<file path="src/rtl/pc_fetch_queue.sv">
// Purpose: program counter plus a fall-through queue of fetched {pc, instr} pairs for decode.
// Latency: a fetched word is enqueued on the edge that fetches it and is visible to decode the next cycle.
// Backpressure: out_ready low holds the head; when full, fetch stalls unless a pop frees a slot that same cycle.
module pc_fetch_queue #(
  parameter int               DEPTH    = 4,
  parameter int               XLEN     = 32,
  parameter logic [XLEN-1:0]  RESET_PC = '0
) (
  input  logic                       clk,
  input  logic                       reset,
  input  logic                       fetch_en,
  output logic [XLEN-1:0]            imem_addr,
  input  logic [XLEN-1:0]            imem_rdata,
  input  logic                       redirect_valid,
  input  logic [XLEN-1:0]            redirect_pc,
  output logic                       out_valid,
  input  logic                       out_ready,
  output logic [XLEN-1:0]            out_pc,
  output logic [XLEN-1:0]            out_instr,
  output logic [$clog2(DEPTH+1)-1:0] count
);

  localparam int CW = $clog2(DEPTH + 1);
  localparam int PW = (DEPTH > 1) ? $clog2(DEPTH) : 1;
  localparam logic [CW-1:0] DEPTH_C  = CW'(DEPTH);
  localparam logic [PW-1:0] LAST_IDX = PW'(DEPTH - 1);
  // Redirect targets are forced to word alignment by clearing the low two bits.
  localparam logic [XLEN-1:0] ALIGN_MASK = ~(XLEN'(3));

  logic [XLEN-1:0] pc_q, pc_d;
  logic [PW-1:0]   head_q, head_d;
  logic [PW-1:0]   tail_q, tail_d;
  logic [CW-1:0]   count_q, count_d;

  // Queue storage is never reset: entries are only visible when count says so.
  logic [XLEN-1:0] ent_pc_q    [DEPTH];
  logic [XLEN-1:0] ent_instr_q [DEPTH];

  logic push;
  logic pop;

  // Pointers wrap explicitly so non-power-of-two depths work.
  function automatic logic [PW-1:0] ptr_inc(input logic [PW-1:0] p);
    return (p == LAST_IDX) ? '0 : p + PW'(1);
  endfunction

  assign imem_addr = pc_q;
  assign count     = count_q;
  assign out_pc    = ent_pc_q[head_q];
  assign out_instr = ent_instr_q[head_q];

  // Handshakes and next-state: a redirect overrides push, pop and the pc step.
  always_comb begin
    out_valid = (count_q != '0) & ~redirect_valid;
    pop       = out_valid & out_ready;
    push      = fetch_en & ~redirect_valid & ((count_q < DEPTH_C) | pop);

    pc_d    = pc_q;
    head_d  = head_q;
    tail_d  = tail_q;
    count_d = count_q;

    if (redirect_valid) begin
      pc_d    = redirect_pc & ALIGN_MASK;
      head_d  = '0;
      tail_d  = '0;
      count_d = '0;
    end else begin
      if (push) begin
        pc_d   = pc_q + XLEN'(4);
        tail_d = ptr_inc(tail_q);
      end
      if (pop) begin
        head_d = ptr_inc(head_q);
      end
      case ({push, pop})
        2'b10:   count_d = count_q + CW'(1);
        2'b01:   count_d = count_q - CW'(1);
        default: count_d = count_q;
      endcase
    end
  end

  // Control state: asynchronous reset returns to the boot pc with an empty queue.
  always_ff @(posedge clk or posedge reset) begin
    if (reset) begin
      pc_q    <= RESET_PC;
      head_q  <= '0;
      tail_q  <= '0;
      count_q <= '0;
    end else begin
      pc_q    <= pc_d;
      head_q  <= head_d;
      tail_q  <= tail_d;
      count_q <= count_d;
    end
  end

  // Capture the pc and the same-cycle instruction word at the tail on each push.
  always_ff @(posedge clk) begin
    if (push) begin
      ent_pc_q[tail_q]    <= pc_q;
      ent_instr_q[tail_q] <= imem_rdata;
    end
  end

endmodule
</file>
<file path="config.mk">
export PLATFORM = sky130hd
export DESIGN_NAME = pc_fetch_queue
export DESIGN_NICKNAME = d
export VERILOG_FILES = /design/src/rtl/pc_fetch_queue.sv
export SDC_FILE = /design/constraint.sdc
export NUM_CORES = 1
export LEC_CHECK = 0
export CAP_MARGIN = 5
export CORE_AREA = 2 2 214 216
export DETAILED_ROUTE_END_ITERATION = 8
export DIE_AREA = 0 0 216 218
export PLACE_DENSITY = 0.39
export SETUP_SLACK_MARGIN = 0.02
export SLEW_MARGIN = 5
export SYNTH_ARGS = -nofsm -noshare
export SYNTH_HDL_FRONTEND = slang
export SYNTH_SLANG_ARGS = --single-unit
</file>
<file path="constraint.sdc">
create_clock -name clk -period 9.2 [get_ports clk]
set_clock_uncertainty 0.1 [all_clocks]
set_input_delay 2.3 -clock clk [delete_from_list [all_inputs] [get_ports clk]]
set_output_delay 2.3 -clock clk [all_outputs]
set_load 0.005 [all_outputs]
</file>
Word level (Yosys, flattened, before mapping). Memory sizes are Yosys's and may differ from the RTL's. Cells that the tools add are included.

Register bits: 39. Latch bits: 0. Bits in writable memories: 256. Bits in read-only memories: 0. Input bits: 69. Output and inout port bits: 100. Logic and storage cells: 38. Memories: 2.

Add/sub/neg operators: 5. $mul: 0. Divide/modulo/power cells: 0. Order comparisons: 1. Eq/ne operators: 4. Shifts and indexed selects: 0. Multiplexer cells: 12. Bitwise operators: 6. Reductions and logical operators: 4.

Memories: ent_instr_q (words 4, width 32, read ports 1, clocked after memory_dff 0, wr ports 1, line 37) `logic [XLEN-1:0] ent_instr_q [DEPTH];`; ent_pc_q (words 4, width 32, read ports 1, clocked after memory_dff 0, wr ports 1, line 36) `logic [XLEN-1:0] ent_pc_q [DEPTH];`.

Operators by type and width (number): $mux W32 (2); $add A32 B3 Y32 const B (1); $mux W2 (6); $eq A2 B2 Y1 const B (3); $pmux W3 S2 (1); $reduce_bool A3 Y1 (2); $add A2 B1 Y2 const B (2); $and A1 B1 Y1 (4); $reduce_bool A2 Y1 (2); $add A3 B1 Y3 const B (1); $lt A3 B3 Y1 const B (1); $mux W3 (1); $sub A3 B1 Y3 const B (1); $eq A2 B1 Y1 const B (1); $mux W1 (2); $not A1 Y1 (1); $or A1 B1 Y1 (1).

Longest topological paths before layout.
Word-level depth: 8. Mapped depth: 8. Depth with buffers taken out: 7.

Worst setup path after synthesis. OpenSTA, ideal clock, no wires.

Path type: input port to output port. From: input port redirect_valid. To: output port out_valid. Data arrival time: 2.959 ns. Slack: 3.841 ns. Stages on the path: 4. Path buffers: 2. Cell sequence: clkbuf_1 > inv_1 > clkbuf_1 > and2_1.

Longest elaborated chain between the ends: 2.

Ends and longest elaborated chain: start, declared (line 14) `input logic redirect_valid,`; $not A1 Y1 (line 54) `out_valid = (count_q != '0) & ~redirect_valid;`; $and A1 B1 Y1 (line 54); end, declared (line 16) `output logic out_valid,`.

Every way passes these cells.

Final worst setup path. Same ends and word-level chain as after synthesis.

==> impl_metrics.py <==
metrics = {
    "power_and_ir_drop": {
        "p_seq_share_pct": 47.9,
        "p_leak_nw": 4.74,
        "peakVddDrop_mv": 0.115,
        "combPwrFrac_pct": 9.6,
        "switching_share_pct": 21.8,
        "p_sw_mw": 0.696,
        "p_int_mw": 2.49,
        "power.share.clock_pct": 42.5,
        "p_per_area_mw_per_mm2": 219,
    },
    "clocking": {
        "cts_buffers": 34,
        "clk_latency_ps": 510,
        "postCtsHoldBufs": 0,
        "cts.sinks": 285,
        "cts-resized-gates": 0,
        "htreeDepth": 2,
        "cts-root-buf": "clkbuf_16",
        "postCtsSetupBuffers": 0,
        "tritoncts": "yes",
        "clockBufferDepth": 3,
        "clk_pin_slew_ps": 60,
    },
    "sta": {
        "slew_headroom_pct": 27.9,
        "slew_violations": 0,
        "setup_viol": 0,
        "period_needed_ps": 6320,
        "hold_violations": 0,
        "rsz0062_at_grt": "no",
        "worst_pin_slew_ps": 1080,
        "finalCritPeriodShare_pct": 68.7,
        "max_freq_ghz": 0.158,
        "tns_ps": 0,
    },
    "grt": {
        "antenna_found_initial": 0,
        "grt_pass1_vias": 6499,
        "grt_max_degree": 65,
        "grt_util_all_layers_pct": 11.6,
        "overflow": 0,
        "grt_pass1_wl_um": 40600,
    },
    "final_layout": {
        "multiInputGateArea_mm2": 0.00261,
        "antenna_cells": 0,
        "final_nets": 827,
        "drive_above_1_share_pct": 17.1,
        "area_delta_synth_final_pct": 31.1,
        "seqCellArea_mm2": 0.00838,
        "nFillCells": 4370,
        "layout.cells.non_filler": 1376,
    },
    "yosys": {
        "yosysWarnings": 0,
        "synth_cells": 571,
        "synth-xor-area-share_pct": 1.97,
        "synthArstFlopShare_pct": 13.0,
        "ys_types": 41,
        "synth_seq_cells": 285,
        "synth_flop_cell": "edfxtp_1",
        "netlist_area_mm2": 0.0111,
        "synth-simple-area-share_pct": 5.37,
        "ys_seq_area_share_pct": 75.3,
        "synthMuxAreaShare_pct": 12.9,
        "synthAdderAreaFrac_pct": 0.855,
        "synth_enable_flop_cells": 248,
        "synth_compound_area_share_pct": 2.09,
        "syn_area_per_cell_um2": 19.5,
        "synth_top_family_by_area": "multiplexers",
    },
    "floorplan": {
        "io_pins": 169,
        "design.core.area_mm2": 0.0449,
        "fp-row-count": 78,
        "start_util_pct": 24.8,
        "die_h_um": 218,
        "die_w_um": 216,
        "die_area_mm2": 0.0471,
    },
    "detailed_routing": {
        "firstDrtPassIters": 5,
        "wirelength_um": 27100,
        "post-route-drc-count": 0,
        "post_drt_wl_per_cell_um": 19.7,
        "postRouteAntennaNets": 0,
        "drt_iter0_drc": 280,
        "vias_per_cell": 4.29,
        "vias": 5901,
    },
    "worst_setup_path": {
        "critPathKind": "input pin to output pin",
        "reg2reg_setup_slack_ps": 6320,
        "r2r_end": "ent_instr_q[1][22]",
        "path_max_fanout": 62,
        "critPathLaunchType": "input pin",
        "timing.rr.start": "count[2]",
        "worst_ep_arrival_time_ps": 3920,
        "cp.required_ps": 6800,
        "r2r_cells": 5,
        "end_kind": "output pin",
    },
    "outcome": {
        "status": "completed",
    },
    "min_path": {
        "whs_path_depth": 2,
        "holdCritStartpoint": "tail_q[1]",
        "hold_class": "flop to flop",
        "hold_end": "tail_q[1]",
    },
    "placed_design": {
        "dp.cells": 1315,
        "hpwl_um": 16200,
        "finalWeightedCongestion": 0.700,
        "portBuffers": 162,
    },
    "job": {
        "maxCapViolCount": 0,
    },
}
==> Yosys cell counts, types with 5 or more instances <==
cell type,n,area [um2]
clkbuf_1,15,56.3
buf_2,9,45.0
inv_1,6,22.5
o21ai_0,29,145
and2_1,5,31.3
nor2_1,14,52.6
nand2_1,39,146
edfxtp_1,248,7450
nand3_1,13,65.1
ha_1,6,75.1
and3_1,8,50.1
nand4_1,13,81.3
dfrtp_1,37,926
xor2_1,22,193
mux4_2,63,1420
==> state kept, by name, indices dropped and copies added, names as in the netlist <==
| name | flops |
|---|---|
| count | 3 |
| ent_instr_q | 128 |
| ent_pc_q | 120 |
| head_q | 2 |
| imem_addr | 30 |
| tail_q | 2 |
==> worst max-delay path: stages <==
cell             delay, ps
buf_2                   80
buf_4                  470
inv_1                  380
and2_1                 240
clkdlybuf4s50_1        450
==> placed cells by master (no fill, tap or decap), types with 4 or more instances in the layout <==
| cell | instances |
|---|---|
| conb_1 | 4 |
| nand4_1 | 13 |
| clkinv_1 | 8 |
| clkdlybuf4s50_1 | 161 |
| xor2_1 | 22 |
| edfxtp_1 | 248 |
| and2_4 | 4 |
| nor2_1 | 14 |
| and3_1 | 8 |
| mux4_2 | 63 |
| buf_4 | 8 |
| ha_1 | 6 |
| nand2_1 | 39 |
| dfrtp_1 | 35 |
| clkbuf_16 | 37 |
| bufinv_16 | 4 |
| o21ai_0 | 29 |
| inv_1 | 5 |
| nand3_1 | 13 |
| clkbuf_1 | 7 |
==> area by class of cell <==
type	instances	area share, %
Sequential cell	285	57.5
Multi-Input combinational cell	253	17.9
Timing Repair Buffer	170	11.5
Clock buffer	44	6.53
Tap cell	600	5.15
Clock inverter	17	1.28
Inverter	7	0.180
==> routing by layer <==
layer	GRT usage (%)	share of wire (%)	vias to the layer above	routed length, um
met3	2.69	5.0	50	1360
met5	0	0	-	0
met2	19.6	49	174	13400
met1	14.6	43	3044	11700
li1	-	-	2633	-
met4	4.13	2.6	0	704
==> power by group through the flow <==
stage / logic, mW / registers, mW / clock network (mW)
after floorplan: 0.145 / 1.52 / 0
after global placement: 0.313 / 1.55 / 0
after detailed placement: 0.315 / 1.56 / 0
after CTS: 0.316 / 1.53 / 1.40
after global routing: 0.334 / 1.54 / 1.45
final: 0.307 / 1.53 / 1.36
==> how the worst max path moves through the flow <==
stage / start / endpoint / slack, ps / depth (start not counted)
global route: redirect_valid / out_valid / 2710 / 5
finish: redirect_valid / out_valid / 2880 / 5
detailed placement: redirect_valid / out_valid / 2830 / 5
global placement: redirect_valid / out_valid / 2840 / 5
CTS: redirect_valid / out_valid / 2810 / 5
floorplan: redirect_valid / out_valid / 3840 / 4
==> kinds of logic (layout without fill, tap and decap cells) <==
logic type | count (synthesis) | after routing
other cells | 1 | 4
buf+inv | 36 | 238
xor+xnor | 25 | 25
mux | 65 | 65
simple gates | 110 | 110
fa+ha+maj | 7 | 7
flops | 285 | 285
compound gates | 42 | 42
==> per-stage QoR <==
step           hold slack (ps)  total power [mW]  setup WS (ps)  cell area [um2]  utilization (%)
2_1_floorplan              433              1.67           3840            11100                -
3_3_place_gp               458              1.86           2840            13400             29.9
3_5_place_dp               475              1.87           2830            13400             29.9
4_1_cts                    483              3.24           2810            14600             32.5
5_1_grt                    530              3.32           2710            14600             32.5
6_report                   481              3.19           2880            14600             32.5
Note: power is estimated with default switching activity, not from simulation.
